## src/rtl/fanin_link_pkg.sv

```systemverilog
// fanin_link_pkg: token types, default sizes and FSM states shared by fanin_link and its arbiter.
package fanin_link_pkg;
  localparam int WIDTH_DATA = 32;
  localparam int NUM_LINK_DEF = 4;
  localparam int NUM_CHANNEL_DEF = 1;
  typedef struct packed {
    logic v;
    logic a;
    logic r;
    logic c;
    logic [WIDTH_DATA-1:0] d;
  } FTk_t;
  typedef struct packed {
    logic n;
    logic t;
    logic v;
    logic c;
  } BTk_t;
  typedef FTk_t ftk_link_t [NUM_LINK_DEF];
  typedef BTk_t btk_link_t [NUM_LINK_DEF];
  typedef enum logic {FANIN_IDLE, FANIN_BUSY} fanin_st_t;
  localparam BTk_t BTK_NACK = '{n: 1'b1, t: 1'b0, v: 1'b0, c: 1'b0};
endpackage

```

## src/rtl/fanin_arbiter.sv

```systemverilog
// fanin_arbiter: round-robin picker; the pointer records the last granted index.
module fanin_arbiter import fanin_link_pkg::*; #(
  parameter int N = NUM_LINK_DEF
) (
  input  logic         clock,
  input  logic         reset,
  input  logic [N-1:0] req,
  input  logic         upd,
  output logic [N-1:0] gnt
);
  localparam int PW = $clog2(N);
  logic [PW-1:0] ptr;
  // Scan from farthest to nearest so the nearest requester past ptr wins.
  always_comb begin
    int k;
    k = 0;
    gnt = '0;
    for (int i = N; i >= 1; i--) begin
      k = int'(ptr) + i;
      k = k >= N ? k - N : k;
      if (req[k[PW-1:0]]) begin
        gnt = '0;
        gnt[k[PW-1:0]] = 1'b1;
      end
    end
  end
  always_ff @(posedge clock) begin
    if (!reset) ptr <= '0;
    else if (upd)
      for (int i = 0; i < N; i++)
        if (gnt[i]) ptr <= PW'(i);
  end
endmodule

```

## src/rtl/fanin_link.sv

```systemverilog
// fanin_link: merges NUM_LINK token streams per channel with message-granular round-robin.
// Define FANIN_LINK_TIMEOUT_EN to drop grants held idle for TIMEOUT cycles.
module fanin_link import fanin_link_pkg::*; #(
  parameter int NUM_LINK = NUM_LINK_DEF,
  parameter int NUM_CHANNEL = NUM_CHANNEL_DEF
`ifdef FANIN_LINK_TIMEOUT_EN
  , parameter int TIMEOUT = 64
`endif
) (
  input  logic                clock,
  input  logic                reset,
  input  FTk_t                I_FTk [NUM_LINK][NUM_CHANNEL],
  output BTk_t                O_BTk [NUM_LINK][NUM_CHANNEL],
  output FTk_t                O_FTk [NUM_CHANNEL],
  input  BTk_t                I_BTk [NUM_CHANNEL],
  output logic [NUM_LINK-1:0] O_Grt [NUM_CHANNEL]
);
  for (genvar c = 0; c < NUM_CHANNEL; c++) begin : g_ch
    fanin_st_t st;
    logic [NUM_LINK-1:0] req, pick, grt;
    FTk_t fwd, ftk_q;
    BTk_t btk_g;
    logic acc, rel, tmo;
    always_comb begin
      fwd = '0;
      for (int i = 0; i < NUM_LINK; i++) begin
        req[i] = I_FTk[i][c].v & I_FTk[i][c].a;
        if (grt[i]) fwd = I_FTk[i][c];
      end
    end
    assign acc = st == FANIN_BUSY && fwd.v && !I_BTk[c].n;
    assign rel = (acc && (fwd.r || I_BTk[c].t)) || tmo;
    fanin_arbiter #(.N(NUM_LINK)) u_arb (
      .clock(clock),
      .reset(reset),
      .req  (req),
      .upd  (st == FANIN_IDLE && |req),
      .gnt  (pick)
    );
    always_ff @(posedge clock) begin
      if (!reset) begin
        st <= FANIN_IDLE;
        grt <= '0;
        ftk_q <= '0;
      end else begin
        if (!I_BTk[c].n) ftk_q <= acc ? fwd : '0;
        if (st == FANIN_IDLE && |req) begin
          st <= FANIN_BUSY;
          grt <= pick;
        end else if (st == FANIN_BUSY && rel) begin
          st <= FANIN_IDLE;
          grt <= '0;
        end
      end
    end
`ifdef FANIN_LINK_TIMEOUT_EN
    localparam int TW = $clog2(TIMEOUT + 1);
    logic [TW-1:0] cnt;
    assign tmo = st == FANIN_BUSY && cnt == TW'(TIMEOUT);
    always_ff @(posedge clock) begin
      if (!reset) cnt <= '0;
      else cnt <= (st != FANIN_BUSY || fwd.v || tmo) ? '0 : cnt + 1'b1;
    end
`else
    assign tmo = 1'b0;
`endif
    always_comb begin
      btk_g = I_BTk[c];
      btk_g.t = I_BTk[c].t | tmo;
    end
    for (genvar l = 0; l < NUM_LINK; l++) begin : g_lk
      assign O_BTk[l][c] = grt[l] ? btk_g : (I_FTk[l][c].v ? BTK_NACK : BTk_t'('0));
    end
    assign O_FTk[c] = ftk_q;
    assign O_Grt[c] = grt;
  end
endmodule
```

## config.mk

```make
export PLATFORM = sky130hd
export DESIGN_NAME = fanin_link
export DESIGN_NICKNAME = d
export VERILOG_FILES = /design/src/rtl/fanin_link_pkg.sv /design/src/rtl/fanin_arbiter.sv /design/src/rtl/fanin_link.sv
export SDC_FILE = /design/constraint.sdc
export NUM_CORES = 1
export LEC_CHECK = 0
export CAP_MARGIN = 20
export CORE_MARGIN = 3
export CORE_UTILIZATION = 36
export CTS_CLUSTER_SIZE = 24
export DETAILED_ROUTE_END_ITERATION = 10
export GPL_TIMING_DRIVEN = 0
export HOLD_SLACK_MARGIN = 0.08
export PLACE_DENSITY = 0.8
export SLEW_MARGIN = 20
export SYNTH_ARGS = -nofsm -noshare
export SYNTH_HDL_FRONTEND = slang
export SYNTH_SLANG_ARGS = --single-unit
```

## constraint.sdc

```tcl
create_clock -name clock -period 3.8 [get_ports clock]
set_clock_uncertainty 0.1 [all_clocks]
set_input_delay 1.14 -clock clock [delete_from_list [all_inputs] [get_ports clock]]
set_output_delay 1.14 -clock clock [all_outputs]
set_load 0.005 [all_outputs]
```

=== Word-level counts from Yosys, hierarchy flattened ===
Index checks and enable logic that the tools add are counted.

* Bits in registers: 43
* Bits in latches: 0
* RAM bits: 0
* Memory bits (read-only): 0
* Input bits: 150
* Output and inout port bits: 56
* Logic and storage cells: 93
* Memories kept: 0

* Add/sub/neg operators: 8
* Multipliers: 0
* Div/mod/pow operators: 0
* $lt $le $gt $ge: 12
* Eq/ne operators: 0
* Shift-type cells: 0
* Mux-type cells: 45
* Bitwise operators: 5
* Reduce and logical (&&, ||, !) cells: 15

{| class="wikitable"
|+ Operators by type and width
! cell !! number
|-
| 36-bit two-way mux || 5
|-
| 4-bit two-way mux || 14
|-
| 2-bit two-way mux || 8
|-
| 2-bit by 3-bit < comparator with 1-bit output (second input constant) || 4
|-
| 1-bit two-way mux || 10
|-
| 3-bit >= comparator (second input constant) || 3
|-
| 1-bit logical AND || 9
|-
| 1-bit binary-select mux with 2-bit select || 4
|-
| 1-bit demux with 2-bit select || 4
|-
| 2-bit by 1-bit >= comparator with 1-bit output (second input constant) || 4
|-
| 2-bit by 1-bit subtractor with 2-bit output (second input constant) || 4
|-
| 2-bit by 2-bit adder with 3-bit output (second input constant) || 2
|-
| 2-bit by 3-bit adder with 4-bit output (second input constant) || 1
|-
| 1-bit AND || 4
|-
| 4-bit by 3-bit >= comparator with 1-bit output (second input constant) || 1
|-
| 4-bit nonzero test || 1
|-
| 4-bit OR reduction || 1
|-
| 2-bit by 1-bit adder with 3-bit output (second input constant) || 1
|-
| 2-bit AND reduction || 1
|-
| 2-bit nonzero test || 1
|-
| 1-bit logical NOT || 1
|-
| 1-bit logical OR || 1
|-
| 1-bit inverter || 1
|}

=== Depth between registers and ports, before layout ===
* Word-level depth: 15
* Gate-level depth with buffers: 9
* Gate-level depth less buffers: 7

=== Hierarchy ===
A second synthesis with hierarchy kept.

* Cells, all modules: 467
* Area total of the unflattened synthesis: 3664.8 µm²

{| class="wikitable"
|+ By module, submodules not included
! module !! times used !! cells each !! area an instance (µm²) !! seq. area each (µm²)
|-
| fanin_link || 1 || 413 || 3104.2 || 820.8
|-
| fanin_arbiter || 1 || 54 || 560.5 || 40.0
|}

=== Worst setup path after synthesis ===
OpenSTA, ideal clock, no wires.

* Kind: in2out
* Start point: input port I_BTk[3] in the netlist's numbering
* End point: output port O_BTk[11] in the netlist's numbering
* Data arrival time: 1.739 ns
* Data required time: 2.560 ns
* Slack: 0.821 ns
* Cell stages on the path: 3
* Path buffers: 2
* Cells stage by stage: clkbuf_1 clkbuf_1 mux2_2

{| class="wikitable"
|+ RTL lines
! element !! line !! RTL
|-
| start, declared || fanin_link.sv:15 || <nowiki>input BTk_t I_BTk [NUM_CHANNEL],</nowiki>
|-
| end, declared || fanin_link.sv:13 || <nowiki>output BTk_t O_BTk [NUM_LINK][NUM_CHANNEL],</nowiki>
|}

==> summary by stage <==
Die
The placement row count is 32. The die is a little under 100 um wide. The core area is 7970 um2. For this configuration, the core starts out at a cell density of 0.381. The total die area is 9570 um2. The chip height is a little under 100 um. During I/O placement, the number of pins put on the boundary was just over 200.

Timing
Across all hold checks on the routed design, the worst slack comes to between 0.3 and 0.4 ns. The minimum period implied by the final worst setup slack is between 3 and 4 ns. Setup violations remaining at the end of the flow were counted as 0. For the pin with the worst max-slew slack, the measured transition is approximately 0.66 ns. The achievable frequency is ~0.27 GHz. The setup TNS after final layout is 0 ns.

The final period utilization is 0.965. The final max-slew violation count came to 0. Setup repair after global routing left no endpoint under its margin.

The worst-case headroom to the max-slew limit is 0.557. The hold violation count in the final report is 0.

Global route
The total overflow left after global routing is 0. Entering global routing, the biggest net connects 14 pins. Across every metal layer, demand over resource in global routing totals 0.254.

The number of antenna violations at the first check in global routing is 0. The via count of the first global-routing pass is ~3900. The first global-routing pass estimated just under 20000 um of wire.

Yosys
The cell taking the most area after synthesis is dfxtp_1. The largest family of logic cells by synthesized area is compound AO/OA/AOI/OAI gates. The number of enable-type register cells in the synthesized netlist is 0.

The share of the Yosys chip area taken by registers is 0.283. The flip-flop and latch count after synthesis is 43. Of the post-synthesis cell area, the dominant cell type holds 0.283. The async set or reset register ratio after synthesis is 0. The area share of fa/ha/maj cells after synthesis is 0.0247. The most used flip-flop cell after synthesis is dfxtp_1. The complex-gate fraction of the synthesized area is 0.285. The count of synthesis-stage warnings from yosys is 0. A synthesized cell averages about 7.4 um2. Summing every instance area after synthesis gives 3040 um2.

Measured against the total synthesized area, the mux share comes to 0.0626. The number of library cell types mapped by synthesis is 39. The number of instances in the synthesized netlist is ~400. Of the total synthesized cell area, the portion taken by AND, OR, NAND and NOR gates is 0.285. After synthesis, the cell types taking the most area are dfxtp_1, a221oi_1, and2_1. Synthesis produced a netlist with a net count of roughly 570.

The post-synthesis share of cell area spent on xor and xnor gates is 0.

Route
The number of detailed-route iterations in the first pass is 4. The met3 wirelength from detailed routing is ~1100 um. The post-detailed-route wirelength per cell is approximately 18 um. In the routed layout, each cell is associated on average with a via count of roughly 5.5. In the final routing, the length of wire on met1 measures 5110 um. Summed over all nets, wire length on met2 after detailed routing comes to a little over 6000 um. After detailed routing, no signal wire sits above met4. The number of nets with antenna violations after detailed routing is 0. After detailed routing, the number of remaining DRC violations is 0. The via count of the routed design is roughly 4000. After detailed routing, the total wire length is roughly 13000 um. The violation count after the first detailed-route iteration is between 150 and 200.

Setup path
The maximum fanout count along the critical path is 10. The signal on the critical path passes through clkbuf_1 -> clkbuf_2 -> clkbuf_2 -> mux2_2 -> clkdlybuf4s50_1. The critical path start-end classification is reg2out.

At the worst endpoint, the arrival time is between 2 and 2.5 ns. The nature of the critical path endpoint is a primary output. Counting buffers and inverters, the worst setup path is 5 cells deep. Among all stages on the critical path, the largest delay is contributed by clkdlybuf4s50_1.

Counting both buffers and inverters, the worst setup path holds a total of 4. For the worst setup path, the data required time is 2.56 ns. The worst setup path is launched from a flop. The most repeated library cell on the critical path is clkbuf_2.

Broken down by cell family, the worst path's largest delay share belongs to buffers and inverters. On the worst path, the slowest cell contributes a delay of about 0.44 ns. The worst register-to-register path has a depth of 8.

CTS
The number of hold buffers added after cts is 0. The count of cells resized by post-cts repair is 4. TritonCTS built the clock tree. The clock passes through at most 2 buffers. The number of buffers created by CTS is 5. After clock tree synthesis, the setup repair step added 0 buffers. For this design, the sink count on the clock tree is 43. The CTS root buffer is clkbuf_8.

The source-to-sink clock delay at the later pin of the worst-skew pair is slightly below 0.3 ns. The H-tree was split into 2 levels. Clock-pin slew was measured on the worst setup and hold paths at 0.08 ns.

Layout
The utilization after layout is 0.671. The library cells used most frequently in the layout, excluding fill and tap cells, are clkdlybuf4s50_1, and2_1, nand2_1. The net count of the finished layout is 779. The antenna cell count is 0. The area added between synthesis and finish is 76.0%. Of the cells placed in the final design, the portion with a size suffix greater than 1 is 0.0433. The most common library cell in the layout ignoring fill and taps is clkdlybuf4s50_1.

Status
The run finished with clean final reports.

Hold path
Along the worst hold path, the cell count comes to 2. The path category of the worst min-delay check is reg2reg.

Power
The leakage dissipation is roughly 0.0019 uW. Dividing total power by cell area gives a power density of ~470 nW/um2. The worst IR drop on VDD is about 250 uV.

Place
During placement, the flow inserted port buffers numbering between 200 and 250. Routability-driven placement finished with a final weighted congestion of between 0.9 and 1. The HPWL reported at the end of detailed placement is 10100 um.

Run
The number of max-capacitance violations reported is 0.
[through the flow]
step / worst slack [ns] / std cells / instance area, um2 / total power [uW]
CTS: 0.0202 / 726 / 5340 / 2500
global placement: 0.0365 / 718 / 5210 / 2050
global route: 0.0180 / 726 / 5350 / 2680
detailed placement: 0.0137 / 718 / 5210 / 2070
floorplan: 0.821 / 412 / 3040 / 1470
finish: 0.132 / 726 / 5350 / 2500
[sequential cells by signal (all words and copies together) (netlist names)]
signal and cells:
g_ch.u_arb.ptr 2, O_FTk 36, g_ch.st 1, O_Grt 4
[cells by family after synthesis]
kind of cell               Yosys count
AOI/OAI and AO/OA                  130
muxes                               10
adders and majority gates            6
buffers and inverters               46
and+or+nand+nor                    177
DFF                                 43
[final timing paths]
| path | startpoint | end | slack [ns] |
|---|---|---|---|
| setup / recovery | O_Grt[1] | O_BTk[11] | 0.13 |
| hold reg to reg | O_FTk[35] | O_FTk[35] | 0.39 |
| hold / removal | O_FTk[35] | O_FTk[35] | 0.39 |
| setup reg to reg | g_ch[0].u_arb.ptr[0] | g_ch[0].u_arb.ptr[0] | 0.71 |
[worst min-delay path, cell delays in order (launching register included)]
cell and delay (ns):
dfxtp_1 0.32, nand2_1 0.06, a21boi_0 0.07
[metal layers]
layer	up-vias	track usage
met1	1818	0.290
met2	206	0.458
met4	0	0.0841
met5	-	0
li1	1917	-
met3	24	0.0664
[power by group]
part           internal (uW)  leakage (uW)  total [uW]  switching (uW)
registers                488      0.000348         536            48.1
clock network            263     0.0000654         421             158
logic                    718       0.00150        1540             822
[final cells by class]
| class | instances | area (um2) |
|---|---|---|
| Fill cell | 700 | 2620 |
| Timing Repair Buffer | 204 | 2040 |
| Multi-Input combinational cell | 323 | 2000 |
| Sequential cell | 43 | 861 |
| Buffer | 37 | 153 |
| Tap cell | 102 | 128 |
| Clock buffer | 6 | 72.6 |
| Clock inverter | 2 | 60.1 |
| Inverter | 9 | 33.8 |
[Yosys cell counts, types with 6 or more instances]
cell type   n
a221oi_1   37
inv_1       8
nand2_1    44
nor2_1     38
clkbuf_1   34
dfxtp_1    43
and2_1     50
o21ai_0    36
a21oi_1    35
nor3_1     34
ha_1        6
Note: power is estimated with default switching activity, not from simulation.
